**src/rtl/pipe_in_pack_w32_r256_if.sv**
```systemverilog
// Pipe-in 32-bit write side and 256-bit FIFO read side of the width-up packer.
interface pipe_in_pack_w32_r256_if #(
   parameter int DEPTH = 4
) ();
   logic [31:0]            din;
   logic                   wr_en;
   logic                   flush;
   logic                   rd_en;
   logic [255:0]           dout;
   logic                   valid;
   logic                   full;
   logic                   empty;
   logic                   prog_full;
   logic [$clog2(DEPTH):0] count;
   logic [2:0]             lanes;
   logic                   overflow;

   modport master (
      output din, wr_en, flush, rd_en,
      input  dout, valid, full, empty, prog_full, count, lanes, overflow
   );

   modport slave (
      input  din, wr_en, flush, rd_en,
      output dout, valid, full, empty, prog_full, count, lanes, overflow
   );
endinterface

```
**src/rtl/pipe_in_pack_w32_r256.sv**
```systemverilog
// Packs 32-bit words (lane 0 at [255:224]) into 256-bit FIFO entries; read data one clock after rd_en.
// Writes are dropped (sticky overflow) only when a commit would be needed while the FIFO is full.
module pipe_in_pack_w32_r256 #(
   parameter int DEPTH     = 4,
   parameter int PROG_FULL = 3
) (
   input logic                    clk,
   input logic                    rstn,
   pipe_in_pack_w32_r256_if.slave bus
);
   localparam int AW = $clog2(DEPTH);

   logic [AW:0]    r_wr_ptr;
   logic [AW:0]    r_rd_ptr;
   logic [255:0]   r_mem [DEPTH];
   logic [255:0]   r_asm;
   logic [255:0]   r_dout;
   logic [2:0]     r_lanes;
   logic           r_valid;
   logic           r_overflow;

   logic [AW:0]    w_count;
   logic           w_fifo_full;
   logic           w_empty;
   logic           w_full;
   logic           w_wr_acc;
   logic           w_push_normal;
   logic           w_push_flush;
   logic           w_push;
   logic           w_pop;
   logic [255:0]   w_asm_next;

   assign w_count     = r_wr_ptr - r_rd_ptr;
   assign w_empty     = (r_wr_ptr == r_rd_ptr);
   assign w_fifo_full = (w_count == (AW+1)'(DEPTH));
   // Only a write or flush that needs a commit is blocked by a full FIFO.
   assign w_full      = w_fifo_full && ((r_lanes == 3'd7) || bus.flush);

   assign w_wr_acc      = bus.wr_en && !w_full;
   assign w_push_normal = w_wr_acc && (r_lanes == 3'd7);
   assign w_push_flush  = bus.flush && ((r_lanes != 3'd0) || w_wr_acc) && !w_fifo_full;
   assign w_push        = w_push_normal || w_push_flush;
   assign w_pop         = bus.rd_en && !w_empty;

   always_comb begin
      w_asm_next = r_asm;
      for (int i = 0; i < 8; i++) begin
         if (w_wr_acc && (r_lanes == 3'(i))) begin
            w_asm_next[255-32*i -: 32] = bus.din;
         end
      end
   end

   always_ff @(posedge clk or negedge rstn) begin
      if (!rstn) begin
         r_asm      <= '0;
         r_lanes    <= '0;
         r_wr_ptr   <= '0;
         r_rd_ptr   <= '0;
         r_dout     <= '0;
         r_valid    <= 1'b0;
         r_overflow <= 1'b0;
      end else begin
         if (w_push) begin
            r_asm    <= '0;
            r_lanes  <= '0;
            r_wr_ptr <= r_wr_ptr + 1'b1;
         end else if (w_wr_acc) begin
            r_asm    <= w_asm_next;
            r_lanes  <= r_lanes + 3'd1;
         end
         if (w_pop) begin
            r_dout   <= r_mem[r_rd_ptr[AW-1:0]];
            r_rd_ptr <= r_rd_ptr + 1'b1;
         end
         r_valid <= w_pop;
         if (bus.wr_en && w_full) begin
            r_overflow <= 1'b1;
         end
      end
   end

   // Storage carries no reset; the pointers alone define what is valid.
   always_ff @(posedge clk) begin
      if (w_push) begin
         r_mem[r_wr_ptr[AW-1:0]] <= w_asm_next;
      end
   end

   assign bus.dout      = r_dout;
   assign bus.valid     = r_valid;
   assign bus.full      = w_full;
   assign bus.empty     = w_empty;
   assign bus.prog_full = (w_count >= (AW+1)'(PROG_FULL));
   assign bus.count     = w_count;
   assign bus.lanes     = r_lanes;
   assign bus.overflow  = r_overflow;
endmodule

```
**src/flat_wrapper.sv**
```systemverilog
// flat-port wrapper written by rule: the top's interface ports become plain ports
module pipe_in_pack_w32_r256_flat 
#(
   parameter int DEPTH     = 4,
   parameter int PROG_FULL = 3
)
  (clk, rstn, bus_din, bus_wr_en, bus_flush, bus_rd_en, bus_dout, bus_valid, bus_full, bus_empty, bus_prog_full, bus_count, bus_lanes, bus_overflow);
  pipe_in_pack_w32_r256_if #(.DEPTH(DEPTH)) bus_i ();
  input logic clk;
  input logic rstn;
  input wire logic [$bits(bus_i.din)-1:0] bus_din;
  input wire logic [$bits(bus_i.wr_en)-1:0] bus_wr_en;
  input wire logic [$bits(bus_i.flush)-1:0] bus_flush;
  input wire logic [$bits(bus_i.rd_en)-1:0] bus_rd_en;
  output wire logic [$bits(bus_i.dout)-1:0] bus_dout;
  output wire logic [$bits(bus_i.valid)-1:0] bus_valid;
  output wire logic [$bits(bus_i.full)-1:0] bus_full;
  output wire logic [$bits(bus_i.empty)-1:0] bus_empty;
  output wire logic [$bits(bus_i.prog_full)-1:0] bus_prog_full;
  output wire logic [$bits(bus_i.count)-1:0] bus_count;
  output wire logic [$bits(bus_i.lanes)-1:0] bus_lanes;
  output wire logic [$bits(bus_i.overflow)-1:0] bus_overflow;
  assign bus_i.din = bus_din;
  assign bus_i.wr_en = bus_wr_en;
  assign bus_i.flush = bus_flush;
  assign bus_i.rd_en = bus_rd_en;
  assign bus_dout = bus_i.dout;
  assign bus_valid = bus_i.valid;
  assign bus_full = bus_i.full;
  assign bus_empty = bus_i.empty;
  assign bus_prog_full = bus_i.prog_full;
  assign bus_count = bus_i.count;
  assign bus_lanes = bus_i.lanes;
  assign bus_overflow = bus_i.overflow;
  pipe_in_pack_w32_r256 #(.DEPTH(DEPTH), .PROG_FULL(PROG_FULL)) u_core (.clk(clk), .rstn(rstn), .bus(bus_i));
endmodule
```
**config.mk**
```make
export PLATFORM = sky130hd
export DESIGN_NAME = pipe_in_pack_w32_r256_flat
export DESIGN_NICKNAME = d
export VERILOG_FILES = /design/src/rtl/pipe_in_pack_w32_r256_if.sv /design/src/rtl/pipe_in_pack_w32_r256.sv /design/src/flat_wrapper.sv
export SDC_FILE = /design/constraint.sdc
export NUM_CORES = 2
export LEC_CHECK = 0
export ABC_AREA = 1
export CAP_MARGIN = 25
export CORE_MARGIN = 2
export CORE_UTILIZATION = 40
export CTS_BUF_LIST = sky130_fd_sc_hd__clkbuf_2
export CTS_CLUSTER_DIAMETER = 80
export DETAILED_ROUTE_END_ITERATION = 8
export PLACE_DENSITY = 0.66
export SYNTH_ARGS = -nofsm -noshare
export SYNTH_HDL_FRONTEND = slang
export SYNTH_SLANG_ARGS = --single-unit
export TNS_END_PERCENT = 1
```
**constraint.sdc**
```tcl
create_clock -name clk -period 33.8 [get_ports clk]
set_input_delay 6.76 -clock clk [delete_from_list [all_inputs] [get_ports clk]]
set_output_delay 6.76 -clock clk [all_outputs]
set_load 0.02 [all_outputs]
```
==> implementation parameters <==
Parameter                              Value

Outcome
  Outcome ... completed

Synthesis
  Yosys warns ... 0
  Async S/R FF share, synth ... 33.81%
  Yosys reg bits ... 1547
  Main flop type after synthesis ... sky130_fd_sc_hd__edfxtp_1
  Sequential fraction of the synthesis area ... 71.04%
  Average size of a mapped cell ... 11.05 sq um
  Most area-consuming cells after synthesis ... sky130_fd_sc_hd__edfxtp_1, sky130_fd_sc_hd__dfrtp_1, sky130_fd_sc_hd__nor2_1
  Top-count cell post-synth ... sky130_fd_sc_hd__nor2_1
  Synthesized netlist cell count ... 5584
  Yosys cell types ... 29
  Top cell type's share of synthesized area ... 49.83%
  Number of synthesized flops with an enable pin ... 1024
  Area leader, netlist ... sky130_fd_sc_hd__edfxtp_1
  Net count after synthesis ... 5635
  Post-synthesis cell area ... 0.06170 sq mm
  Synth top cells by count ... sky130_fd_sc_hd__nor2_1, sky130_fd_sc_hd__edfxtp_1, sky130_fd_sc_hd__inv_1

Clock network
  Cts hold-fix bufs ... 0
  Root cell of the clock tree ... sky130_fd_sc_hd__clkbuf_2
  Sink count of the clock tree ... 1547
  Total number of H-tree levels ... 5
  Number of buffers on the longest clock path ... 4
  Clock transition time at the flip-flop clock pins of the worst setup and hold paths ... 0.10 ns
  Total clock buffers created by CTS ... 390
  Count of instances resized after the clock tree is built ... 0
  TritonCTS clock tree ... done
  Setup repair bufs after CTS ... 0
  Clk Latency, worst-skew pair ... 1.77 ns

Setup path
  Element type at the critical path start ... primary input
  Setup Crit Path Kind ... in2out
  CP max FO ... 12
  Crit path capture type ... output port
  Arr. time, crit path ... 8.71 ns
  Crit path required time ... 27.04 ns

Global route
  Total gr overflow ... 0
  Global Route Usage Sum ... 21.92%
  Largest net degree at the start of global routing ... 210
  Number of antenna violations at the first check in global routing ... 8
  Global-route wire length before repair ... 256500 um
  Number of global-route vias before repair ... 41.22k

Timing
  Count of endpoints failing hold in the final timing report ... 0
  Worst slew margin ... 20.37%
  Count of endpoints failing setup in the final report ... 0
  Fraction of the cycle the final worst path needs ... 45.76%
  Min Clock Period, post-route ... 15.47 ns
  Setup total negative slack ... 0 ns
  Worst clock skew on the final layout ... 0.1820 ns
  Transition time of the tightest slew-check pin ... 1.195 ns
  Setup repair after global routing missed its margin ... false
  Highest achievable clock rate ... 64.65 MHz
  Final max-slew violation count ... 0

Route
  DRT iter0 DRCs ... 3680
  Detailed-route via count ... 42.50k
  Post-route ant nets ... 0
  Residual DRC count ... 0
  Total length of routed wires ... 175100 um
  Average vias per placed instance ... 5.078
  Routed wirelength normalized by instance count ... 20.93 um
  Total iterations of the first detailed-routing run ... 8

Hold path
  Type of the worst min-delay path ... reg2reg

Floorplanning
  Chip width ... 396.8 um
  Ports placed on the boundary ... 304
  Number of core rows ... 144
  Starting utilization of the core area ... 40.15%
  Core area ... 0.1537 sq mm
  Floorplan die height ... 396.8 um
  Area of the die ... 0.1574 sq mm

Place
  Gp weighted congestion ... 0.7504
  # port buffers ... 303
  Instance area at placement ... 0.06634 sq mm
  Final HPWL DP ... 94020 um

Power and ir drop
  Max rail drop VDD ... 0.00009071 V
  Static power due to leakage ... 29.21 nW
  Power density over the cells ... 96.23 mW/mm^2

Run
  Maxcap violations ... 0

Layout
  Post-layout utilization of the core ... 45.58%
  Share of post-route cells with drive strength above 1 ... 11.79%
  Final Net Count ... 6051
  Summed area of non-filler cells in the final layout ... 0.07006 sq mm
  Area delta synth->final ... 13.54%
==> where the power goes <==
part / internal [mW] / leakage (nW) / total [mW] / switching (mW)
clock network: 0.507 / 2.76 / 1.24 / 0.736
registers: 2.75 / 16.0 / 3.02 / 0.272
logic: 0.762 / 10.4 / 2.48 / 1.72
==> cell families after synthesis <==
family / after synthesis / synth area share (%)
simple gates: 2319 / 15.29
flops: 1547 / 71.04
buf+inv: 907 / 6.359
compound gates: 793 / 6.959
fa+ha+maj: 14 / 0.2961
xor+xnor: 4 / 0.05677
==> cell type report <==
class / instances / area, sq um
Antenna cell: 12 / 30.03
Clock buffer: 600 / 3003
Clock inverter: 104 / 541.8
Fill cell: 14050 / 83630
Inverter: 547 / 2076
Multi-Input combinational cell: 3130 / 14020
Sequential cell: 1547 / 43840
Tap cell: 2044 / 2557
Timing Repair Buffer: 384 / 3984
==> worst paths after layout <==
kind	start	end	cells past startpoint	slack [ns]
setup / recovery	bus_flush	bus_full	5	18.33
hold / removal	u_core.bus.overflow$_DFFE_PN0P_	u_core.bus.overflow$_DFFE_PN0P_	1	0.47
setup reg to reg	u_core.r_rd_ptr[0]$_DFFE_PN0P_	u_core.r_mem[1][124]$_DFFE_PP_	11	27.70
hold reg to reg	u_core.bus.overflow$_DFFE_PN0P_	u_core.bus.overflow$_DFFE_PN0P_	1	0.47
max in group asynchronous	rstn	u_core.r_asm[78]$_DFFE_PN0P_	5	26.05
min in group asynchronous	rstn	u_core.bus.dout[214]$_DFFE_PN0P_	1	4.98
==> stage by stage <==
step           setup slack, ns  hold slack, ns  power (mW)  instances
5_1_grt                  18.31          0.4876       7.178       8358
3_3_place_gp             18.34          0.4418       5.470       7634
6_report                 18.33          0.4688       6.742       8368
4_1_cts                  18.33          0.4728       6.785       8349
3_5_place_dp             18.34          0.4493       5.544       7645
2_1_floorplan            14.62          0.4725       4.661       5584
==> state kept, by name, summed over array words and instances, names as in the netlist <==
signal and count:
u_core.r_mem 1024, u_core.bus.dout 256, u_core.r_asm 256, u_core.bus.lanes 3, u_core.r_rd_ptr 3, u_core.r_wr_ptr 3
u_core.bus.overflow 1, u_core.bus.valid 1
==> layout by cell type, fill, tap and decap left out, types with 13 or more instances in the layout <==
cell	instances
sky130_fd_sc_hd__o21ai_0	534
sky130_fd_sc_hd__nand4_1	234
sky130_fd_sc_hd__clkinv_1	86
sky130_fd_sc_hd__clkdlybuf4s50_1	301
sky130_fd_sc_hd__edfxtp_1	1024
sky130_fd_sc_hd__inv_1	539
sky130_fd_sc_hd__dfrtp_1	521
sky130_fd_sc_hd__buf_12	13
sky130_fd_sc_hd__clkbuf_2	600
sky130_fd_sc_hd__nand2_1	516
sky130_fd_sc_hd__a31oi_1	256
sky130_fd_sc_hd__buf_4	57
sky130_fd_sc_hd__nor2_1	1529
sky130_fd_sc_hd__ha_1	13
==> worst max-delay path: stages <==
cell and delay (ns):
sky130_fd_sc_hd__clkdlybuf4s50_1 0.59, sky130_fd_sc_hd__or2_2 0.18, sky130_fd_sc_hd__nand3_4 0.21, sky130_fd_sc_hd__inv_1 0.29, sky130_fd_sc_hd__clkdlybuf4s50_1 0.66
==> layer usage <==
| metal | wire [um] | global-route usage [%] | vias to the layer above | part of all wire (%) |
|---|---|---|---|---|
| met5 | 39 | 0 | - | 0.022 |
| met4 | 6822 | 10.36 | 6 | 3.9 |
| met3 | 15130 | 6.069 | 316 | 8.6 |
| met2 | 81560 | 34.54 | 1705 | 47 |
| met1 | 71580 | 28.04 | 20670 | 41 |
| li1 | - | - | 19800 | - |
Note: power is estimated with default switching activity, not from simulation.
